### config.mk
export PLATFORM = sky130hd
export DESIGN_NAME = intersection_scheduler_flat
export DESIGN_NICKNAME = d
export VERILOG_FILES = /design/src/rtl/intersection_scheduler_if.sv /design/src/rtl/intersection_scheduler.sv /design/src/flat_wrapper.sv
export SDC_FILE = /design/constraint.sdc
export NUM_CORES = 1
export LEC_CHECK = 0
export CAP_MARGIN = 30
export CORE_ASPECT_RATIO = 0.9
export CORE_MARGIN = 5
export CORE_UTILIZATION = 39
export CTS_CLUSTER_SIZE = 20
export DETAILED_ROUTE_END_ITERATION = 16
export HOLD_SLACK_MARGIN = 0.08
export PLACE_DENSITY = 0.66
export REMOVE_ABC_BUFFERS = 1
export SLEW_MARGIN = 20
export SYNTH_ARGS = -nofsm -noshare
export SYNTH_HDL_FRONTEND = slang
export SYNTH_SLANG_ARGS = --single-unit
### constraint.sdc
create_clock -name clk -period 2.97 [get_ports clk]
set_clock_uncertainty 0.05 [all_clocks]
set_input_delay 0.297 -clock clk [delete_from_list [all_inputs] [get_ports clk]]
set_output_delay 0.297 -clock clk [all_outputs]
set_load 0.005 [all_outputs]
### src/rtl/intersection_scheduler_if.sv
`default_nettype none
// ============================================================================
// Module      : intersection_scheduler_if
// Description : Control/lamp bundle between the tick prescaler, the phase
//               scheduler and the lamp pin mux.
// Revision    : 1.0 - initial release
// ============================================================================
interface intersection_scheduler_if;
  logic       tick;     // one-clk timing enable
  logic       run;      // 1 = cycle, 0 = park at next clearance boundary
  logic       ped_req;  // pedestrian button
  logic [2:0] ns_rgy;   // NS lamp {R,Y,G}
  logic [2:0] ew_rgy;   // EW lamp {R,Y,G}
  logic       walk;     // walk lamp
  logic       ped_ack;  // one-clk grant pulse
  logic [2:0] phase;    // debug state code

  // Controller side: drives timing/run/button, observes lamps
  modport master (
    output tick, run, ped_req,
    input  ns_rgy, ew_rgy, walk, ped_ack, phase
  );

  // Scheduler side
  modport slave (
    input  tick, run, ped_req,
    output ns_rgy, ew_rgy, walk, ped_ack, phase
  );
endinterface
`default_nettype wire

### src/rtl/intersection_scheduler.sv
`default_nettype none
// ============================================================================
// Module      : intersection_scheduler
// Description : Tick-driven phase sequencer for a two-way intersection with
//               one pedestrian crosswalk shared by both vehicle directions.
// Revision    : 1.0 - initial release
// ============================================================================
module intersection_scheduler #(
  parameter int CW          = 6,
  parameter int T_GREEN     = 20,
  parameter int T_MIN_GREEN = 5,
  parameter int T_YELLOW    = 3,
  parameter int T_ALLRED    = 1,
  parameter int T_WALK      = 8
) (
  input  logic                     clk,
  input  logic                     rst_n,
  intersection_scheduler_if.slave  bus
);

  typedef enum logic [2:0] {
    S_IDLE   = 3'd0,
    S_GREEN  = 3'd1,
    S_YELLOW = 3'd2,
    S_ALLRED = 3'd3,
    S_WALK   = 3'd4
  } state_t;

  // Last count value of each phase: a phase of length T exits at cnt == T-1
  localparam logic [CW-1:0] c_green_last     = CW'(T_GREEN - 1);
  localparam logic [CW-1:0] c_min_green_last = CW'(T_MIN_GREEN - 1);
  localparam logic [CW-1:0] c_yellow_last    = CW'(T_YELLOW - 1);
  localparam logic [CW-1:0] c_allred_last    = CW'(T_ALLRED - 1);
  localparam logic [CW-1:0] c_walk_last      = CW'(T_WALK - 1);

  state_t          r_state;
  logic            r_dir;    // 0 = NS owns green/yellow, 1 = EW
  logic [CW-1:0]   r_cnt;
  logic            r_pend;   // latched pedestrian request
  logic            r_ack;

  logic            w_green_exit;
  logic            w_clear_exit;
  logic [2:0]      w_ns_rgy;
  logic [2:0]      w_ew_rgy;

  // Green ends at full length, or early once a request is waiting and the
  // minimum green has been served
  assign w_green_exit = (r_cnt == c_green_last) ||
                        (r_pend && (r_cnt >= c_min_green_last));

  // ALLRED and WALK are the two clearance phases that hand over direction
  assign w_clear_exit = (r_state == S_WALK) ? (r_cnt == c_walk_last)
                                            : (r_cnt == c_allred_last);

  // Phase sequencer: state, direction, phase counter, request latch and grant
  always_ff @(posedge clk or negedge rst_n) begin
    if (!rst_n) begin
      r_state <= S_IDLE;
      r_dir   <= 1'b0;
      r_cnt   <= '0;
      r_pend  <= 1'b0;
      r_ack   <= 1'b0;
    end else begin
      r_ack <= 1'b0;
      if (bus.ped_req) begin
        r_pend <= 1'b1;
      end
      case (r_state)
        S_IDLE: begin
          if (bus.tick) begin
            if (bus.run) begin
              r_state <= S_GREEN;
              r_cnt   <= '0;
            end else begin
              r_cnt <= r_cnt + 1'b1;
            end
          end
        end
        S_GREEN: begin
          if (bus.tick) begin
            if (w_green_exit) begin
              r_state <= S_YELLOW;
              r_cnt   <= '0;
            end else begin
              r_cnt <= r_cnt + 1'b1;
            end
          end
        end
        S_YELLOW: begin
          if (bus.tick) begin
            if (r_cnt == c_yellow_last) begin
              r_cnt <= '0;
              if (r_pend) begin
                // Entering WALK consumes the request; this clear overrides
                // a button press on the same edge
                r_state <= S_WALK;
                r_pend  <= 1'b0;
                r_ack   <= 1'b1;
              end else begin
                r_state <= S_ALLRED;
              end
            end else begin
              r_cnt <= r_cnt + 1'b1;
            end
          end
        end
        S_ALLRED, S_WALK: begin
          if (bus.tick) begin
            if (w_clear_exit) begin
              r_dir   <= ~r_dir;
              r_cnt   <= '0;
              r_state <= bus.run ? S_GREEN : S_IDLE;
            end else begin
              r_cnt <= r_cnt + 1'b1;
            end
          end
        end
        default: begin
          r_state <= S_IDLE;
          r_cnt   <= '0;
        end
      endcase
    end
  end

  // Lamp decode straight from registered state; only the owning direction
  // can ever leave red, so the two heads are mutually exclusive
  always_comb begin
    w_ns_rgy = 3'b100;
    w_ew_rgy = 3'b100;
    if (r_state == S_GREEN) begin
      if (r_dir) w_ew_rgy = 3'b001;
      else       w_ns_rgy = 3'b001;
    end else if (r_state == S_YELLOW) begin
      if (r_dir) w_ew_rgy = 3'b010;
      else       w_ns_rgy = 3'b010;
    end
  end

  assign bus.ns_rgy  = w_ns_rgy;
  assign bus.ew_rgy  = w_ew_rgy;
  assign bus.walk    = (r_state == S_WALK);
  assign bus.ped_ack = r_ack;
  assign bus.phase   = r_state;

endmodule
`default_nettype wire

### src/flat_wrapper.sv
// flat-port wrapper written by rule: the top's interface ports become plain ports
module intersection_scheduler_flat 
#(
  parameter int CW          = 6,
  parameter int T_GREEN     = 20,
  parameter int T_MIN_GREEN = 5,
  parameter int T_YELLOW    = 3,
  parameter int T_ALLRED    = 1,
  parameter int T_WALK      = 8
)
  (clk, rst_n, bus_tick, bus_run, bus_ped_req, bus_ns_rgy, bus_ew_rgy, bus_walk, bus_ped_ack, bus_phase);
  intersection_scheduler_if bus_i ();
  input  logic clk;
  input  logic rst_n;
  input wire logic [$bits(bus_i.tick)-1:0] bus_tick;
  input wire logic [$bits(bus_i.run)-1:0] bus_run;
  input wire logic [$bits(bus_i.ped_req)-1:0] bus_ped_req;
  output wire logic [$bits(bus_i.ns_rgy)-1:0] bus_ns_rgy;
  output wire logic [$bits(bus_i.ew_rgy)-1:0] bus_ew_rgy;
  output wire logic [$bits(bus_i.walk)-1:0] bus_walk;
  output wire logic [$bits(bus_i.ped_ack)-1:0] bus_ped_ack;
  output wire logic [$bits(bus_i.phase)-1:0] bus_phase;
  assign bus_i.tick = bus_tick;
  assign bus_i.run = bus_run;
  assign bus_i.ped_req = bus_ped_req;
  assign bus_ns_rgy = bus_i.ns_rgy;
  assign bus_ew_rgy = bus_i.ew_rgy;
  assign bus_walk = bus_i.walk;
  assign bus_ped_ack = bus_i.ped_ack;
  assign bus_phase = bus_i.phase;
  intersection_scheduler #(.CW(CW), .T_GREEN(T_GREEN), .T_MIN_GREEN(T_MIN_GREEN), .T_YELLOW(T_YELLOW), .T_ALLRED(T_ALLRED), .T_WALK(T_WALK)) u_core (.clk(clk), .rst_n(rst_n), .bus(bus_i));
endmodule
==> results.sh, run 1 <==
export IMPL_std_cell_rows=16
export IMPL_place_inst=138
export IMPL_synth_async_reset_ratio_pct=100
export IMPL_hold_path_class="in2async"
export IMPL_maximum_number_of_pins_on_one_net_before_global_route_repair=13
export IMPL_final_setup_viol_count=0
export IMPL_setup_repair_after_global_routing_missed_its_margin="false"
export IMPL_cts_repair_resize_count=0
export IMPL_cp_end_kind="output pin"
export IMPL_synth_area_top_cells="sky130_fd_sc_hd__dfrtp_1, sky130_fd_sc_hd__nand2_1, sky130_fd_sc_hd__ha_1, sky130_fd_sc_hd__nor2_1, sky130_fd_sc_hd__o211ai_1"
export IMPL_synthCells=102
export IMPL_period_minus_slack_ns=2.38
export IMPL_synth_lib_cells_used_distinct=42
export IMPL_final_layout_size_suffix_gt1_share_pct=10.5
export IMPL_layout_cells_non_filler=141
export IMPL_outcome="completed"
export IMPL_numCtsBuffers=3
export IMPL_synth_top_area_share_pct=34.0
export IMPL_timing_final_crit_share_pct=80.3
export IMPL_grtUsageMet2_pct=23.4
export IMPL_synth_enable_flop_cells=0
export IMPL_multi_input_comb_area_um2=528
export IMPL_detail_route_iter0_violations=19
export IMPL_met1_usage_pct=18.8
export IMPL_timing_fmax_ghz=0.419
export IMPL_fp_dieH_um=55.2
export IMPL_syn2layout_area_growth_pct=19.3
export IMPL_vdd_ir_drop_worst_uv=440
export IMPL_antenna_found_initial=0
export IMPL_first_global_vias=757
export IMPL_route_detailed_wl_per_inst_um=14.2
export IMPL_worstRegToRegCells=6
export IMPL_endpoints_failing_hold=0
export IMPL_detail_route_antenna_nets=0
export IMPL_worst_skew_pair_late_latency_ns=0.27
export IMPL_slew_violations=0
export IMPL_rrSetupSlack_ns=0.78
export IMPL_drc_violations_left=0
export IMPL_cellLeakagePower_uw=0.000423
export IMPL_initial_utilization_pct=40.9
export IMPL_clk_path_buf_depth=2
export IMPL_max_cap_viol_count=0
export IMPL_total_power_uw=817
export IMPL_reg2reg_to="u_core.r_cnt[1]"
export IMPL_worstMarginPinSlew_ns=0.575
export IMPL_detail_route_first_pass_iterations=4
export IMPL_arrival_ns=2.04
export IMPL_grt_util_all_layers_pct=14.3
export IMPL_core_area_um2=2160
export IMPL_grt_pass1_wl_um=3480
export IMPL_critical_path_required_ns=2.62
export IMPL_finalSetupTns_ns=0
export IMPL_clock_sink_count=12
export IMPL_cts_clk_slew_worst_paths_ns=0.07
export IMPL_post_drt_via_cell_ratio=5.58
export IMPL_syn_avg_cell_area_um2=8.66
export IMPL_groute_layer_met3_usage_pct=4.41
export IMPL_layout_commonest_cell="sky130_fd_sc_hd__nand2_1"
export IMPL_cp_start_kind="flop"
export IMPL_highest_count_cells_in_the_layout_ignoring_fill_and_taps="sky130_fd_sc_hd__nand2_1, sky130_fd_sc_hd__clkdlybuf4s50_1, sky130_fd_sc_hd__dfrtp_1"
export IMPL_root_buffer="sky130_fd_sc_hd__clkbuf_4"
export IMPL_ys_seq_elements=12
export IMPL_n_antenna_cell=0
export IMPL_synth_warning_count=0
export IMPL_floorplan_die_width_um=60.2
export IMPL_floorplan_die_area_um2=3320
export IMPL_top_level_ports=16
export IMPL_dp_hpwl_um=1530
export IMPL_grt_overflow=0
export IMPL_yosysSeqAreaShare_pct=34.0
export IMPL_placer_congestion=0.850
export IMPL_headroom_to_the_max_slew_limit_pct=61.2
export IMPL_routed_wirelength_um=2000
export IMPL_io_buffers=15
export IMPL_detailroute_via_count=787
export IMPL_timing_worst_setup_path_type="reg2out"
export IMPL_num_fill_cells=214
export IMPL_htreeDepth=1
export IMPL_seq_area_um2=300
export IMPL_p_per_area_nw_per_um2=776
export IMPL_r2r_start="u_core.r_cnt[1]"
export IMPL_gr_peak_layer="met2"
export IMPL_post_synth_instance_area_um2=883
export IMPL_fin_nets=124
export IMPL_synth_area_leader_cell="sky130_fd_sc_hd__dfrtp_1"
export IMPL_cp_max_fo=12
export IMPL_synth_ff_type="sky130_fd_sc_hd__dfrtp_1"
export IMPL_tritoncts="yes"
export IMPL_cts_hold_buffers_added=0
export IMPL_postCtsSetupRepairBufs=0
final cells by class:
cell class | count | share of cell area, %
repair buffers | 15 | 14.3
inverters | 5 | 1.78
multi-input cells | 79 | 50.1
well taps | 27 | 3.21
flip-flops and latches | 12 | 28.5
clock buffers | 3 | 2.14
metal layers:
layer	up-vias	share of wire [%]
met2	20	46
li1	395	-
met3	2	5.9
met5	-	0
met1	370	48
met4	0	0.65
cells by family (layout without fill, tap and decap cells):
| family | count (synthesis) | count (layout) | synth area share [%] |
|---|---|---|---|
| flip-flops | 12 | 12 | 34.0 |
| buffers and inverters | 11 | 23 | 6.23 |
| XOR/XNOR | 1 | 1 | 0.992 |
| AND/OR/NAND/NOR | 53 | 53 | 34.1 |
| adder cells (fa/ha/maj) | 3 | 3 | 4.25 |
| AO/OA/AOI/OAI | 22 | 22 | 20.4 |
flip-flops by register name, indices dropped and copies added, names as in the netlist:
register	flops
u_core.bus.phase	3
u_core.r_dir	1
u_core.r_cnt	6
u_core.bus.ped_ack	1
u_core.r_pend	1
power by group:
part / switching [uW] / total [uW] / internal, uW
clock network: 54.2 / 101 / 47.0
logic: 205 / 423 / 218
registers: 86.7 / 294 / 207
cells in the mapped netlist, types with 2 or more instances:
library cell and n:
sky130_fd_sc_hd__a21oi_1 2, sky130_fd_sc_hd__and2_1 3, sky130_fd_sc_hd__buf_2 2, sky130_fd_sc_hd__dfrtp_1 12, sky130_fd_sc_hd__ha_1 3, sky130_fd_sc_hd__inv_1 5
sky130_fd_sc_hd__nand2_1 17, sky130_fd_sc_hd__nand2b_1 2, sky130_fd_sc_hd__nand3_1 4, sky130_fd_sc_hd__nor2_1 9, sky130_fd_sc_hd__nor3_1 4, sky130_fd_sc_hd__nor3b_1 2
sky130_fd_sc_hd__o211ai_1 4, sky130_fd_sc_hd__o21ai_0 4, sky130_fd_sc_hd__o31ai_1 2
metrics by stage:
stage          utilization (%)  hold slack, ns  instance area [um^2]  setup slack (ns)
6_report                  48.7           0.334                  1050             0.585
5_1_grt                   48.7           0.376                  1050             0.408
4_1_cts                   48.7           0.359                  1050             0.573
3_5_place_dp              47.7           0.492                  1030             0.806
3_3_place_gp              47.7           0.477                  1030             0.855
2_1_floorplan                -         -0.0486                   847             0.953
worst max-delay path by stage:
stage	endpoint	slack (ns)	startpoint
after floorplan	u_core.r_cnt[1]	0.95	u_core.r_cnt[1]
after global placement	u_core.r_cnt[1]	0.86	u_core.r_cnt[1]
after detailed placement	u_core.r_cnt[1]	0.81	u_core.r_cnt[1]
after CTS	bus_ns_rgy[0]	0.57	u_core.bus.phase[0]
after global routing	bus_ns_rgy[0]	0.41	u_core.bus.phase[0]
final	bus_ns_rgy[0]	0.59	u_core.bus.phase[0]
worst max-delay path, cell delays in order, from the launching register on:
cell and delay [ns]:
sky130_fd_sc_hd__dfrtp_1 0.61, sky130_fd_sc_hd__nor3b_1 0.40, sky130_fd_sc_hd__nor2b_1 0.23, sky130_fd_sc_hd__clkdlybuf4s50_1 0.53
Note: power is estimated with default switching activity, not from simulation.
==> run 2: changes to the inputs <==
==> constraint.sdc (replaced) <==
create_clock -name clk -period 2.45 [get_ports clk]
set_clock_uncertainty 0.05 [all_clocks]
set_input_delay 0.245 -clock clk [delete_from_list [all_inputs] [get_ports clk]]
set_output_delay 0.245 -clock clk [all_outputs]
set_load 0.005 [all_outputs]
==> run 2 against run 1 <==
Count of clock-buffer cells in the layout did not move; clock power increased by 21%; combinational power grew 26%; critical path depth unchanged; register-to-register slack got worse by 0.51 ns; via count decreased by 1.0%; sequential share of layout area decreased by 0.40 points; die area unchanged; cell count grew 1.4%; wire length up 3.4%.
==> results.sh, run 2 (synthesis gave the netlist of run 1 again) <==
export IMPL_outcome="completed"
export IMPL_p_per_area_nw_per_um2=941
export IMPL_startpoint="u_core.bus.phase[2]"
export IMPL_routed_wirelength_um=2070
export IMPL_max_cap_viol_count=0
export IMPL_detail_route_iter0_violations=25
export IMPL_setup_repair_after_global_routing_missed_its_margin="false"
export IMPL_timing_fmax_ghz=0.452
export IMPL_clk_path_buf_depth=2
export IMPL_grt_util_all_layers_pct=14.5
export IMPL_hold_path_class="in2async"
export IMPL_grt_overflow=0
export IMPL_layout_cells_non_filler=143
export IMPL_highest_count_cells_in_the_layout_ignoring_fill_and_taps="sky130_fd_sc_hd__nand2_1, sky130_fd_sc_hd__clkdlybuf4s50_1, sky130_fd_sc_hd__dfrtp_1"
export IMPL_std_cell_rows=16
export IMPL_timing_worst_setup_path_type="reg2out"
export IMPL_top_level_ports=16
export IMPL_vdd_ir_drop_worst_uv=434
export IMPL_endpoints_failing_hold=0
export IMPL_critical_path_required_ns=2.15
export IMPL_final_setup_viol_count=0
export IMPL_syn2layout_area_growth_pct=21.0
export IMPL_headroom_to_the_max_slew_limit_pct=60.8
export IMPL_grt_pass1_wl_um=3490
export IMPL_largest_register_ffs=6
export IMPL_cp_end_kind="output pin"
export IMPL_n_antenna_cell=0
export IMPL_worst_skew_pair_late_latency_ns=0.27
export IMPL_final_layout_size_suffix_gt1_share_pct=12.1
export IMPL_tritoncts="yes"
export IMPL_rrSetupSlack_ns=0.27
export IMPL_cp_start_kind="flop"
export IMPL_dp_hpwl_um=1580
export IMPL_final_setup_worst_slack_ns=0.237
export IMPL_core_area_um2=2160
export IMPL_post_place_ws_ns=0.311
export IMPL_cellLeakagePower_uw=0.000433
export IMPL_detail_route_first_pass_iterations=4
export IMPL_max_flop_register="u_core.r_cnt"
export IMPL_clock_sink_count=12
export IMPL_worstMarginPinSlew_ns=0.580
export IMPL_post_drt_via_cell_ratio=5.45
export IMPL_postCtsSetupRepairBufs=0
export IMPL_cts_clk_slew_worst_paths_ns=0.08
export IMPL_fp_dieH_um=55.2
export IMPL_floorplan_die_width_um=60.2
export IMPL_route_detailed_wl_per_inst_um=14.5
export IMPL_hold_worst_slack_ns=0.284
export IMPL_detail_route_antenna_nets=0
export IMPL_cp_max_fo=11
export IMPL_root_buffer="sky130_fd_sc_hd__clkbuf_4"
export IMPL_initial_utilization_pct=40.9
export IMPL_r2r_start="u_core.r_cnt[0]"
export IMPL_io_buffers=15
export IMPL_worstRegToRegCells=6
export IMPL_layout_commonest_cell="sky130_fd_sc_hd__nand2_1"
export IMPL_reg2reg_to="u_core.r_cnt[1]"
export IMPL_finalSetupTns_ns=0
export IMPL_numCtsBuffers=3
export IMPL_htreeDepth=1
export IMPL_fin_nets=126
export IMPL_first_global_vias=743
export IMPL_cts_repair_resize_count=0
export IMPL_arrival_ns=1.92
export IMPL_detailroute_via_count=779
export IMPL_timing_final_crit_share_pct=90.3
export IMPL_maximum_number_of_pins_on_one_net_before_global_route_repair=13
export IMPL_drc_violations_left=0
export IMPL_antenna_found_initial=0
export IMPL_floorplan_die_area_um2=3320
export IMPL_placer_congestion=0.833
export IMPL_slew_violations=0
export IMPL_period_minus_slack_ns=2.21
export IMPL_place_inst=140
export IMPL_cts_hold_buffers_added=0
-- run 2: worst max path at each step --
stage	endpoint	slack, ns
floorplan	u_core.r_cnt[1]	0.43
global placement	u_core.r_cnt[1]	0.34
detailed placement	u_core.r_cnt[1]	0.31
CTS	bus_ns_rgy[0]	0.21
global route	bus_ns_rgy[0]	0.09
finish	bus_ns_rgy[0]	0.24
-- run 2: where the power goes --
group,switching [uW],internal (uW),total (uW)
Clock,65.3,56.8,122
Sequential,97.9,251,349
Combinational,263,271,534
Total,426,579,1010
-- run 2: final cells by class --
class / instances / area [um^2]
sequential: 12 / 300
clock buffer: 3 / 22.5
fill: 216 / 1090
multi-input combinational: 79 / 528
inverter: 5 / 18.8
tap: 27 / 33.8
timing repair buffer: 17 / 165
-- run 2: critical path: stages (launching register included) --
cell                              delay, ns
sky130_fd_sc_hd__dfrtp_1               0.51
sky130_fd_sc_hd__nor3b_1               0.40
sky130_fd_sc_hd__nor2b_1               0.22
sky130_fd_sc_hd__clkdlybuf4s50_1       0.52
-- run 2: routing by layer --
layer	global-route usage, %	routed length (um)	vias up
met3	2.78	130	4
met2	23.7	911	19
met4	6.64	25	0
li1	-	-	393
met5	0	0	-
met1	18.6	1010	363
-- run 2: stage by stage --
stage,power (uW),instance area (um^2),util [%]
4_1_cts,1010,1070,49.4
6_report,1010,1070,49.4
5_1_grt,1090,1070,49.4
3_3_place_gp,876,1050,48.4
2_1_floorplan,664,847,-
3_5_place_dp,888,1050,48.4
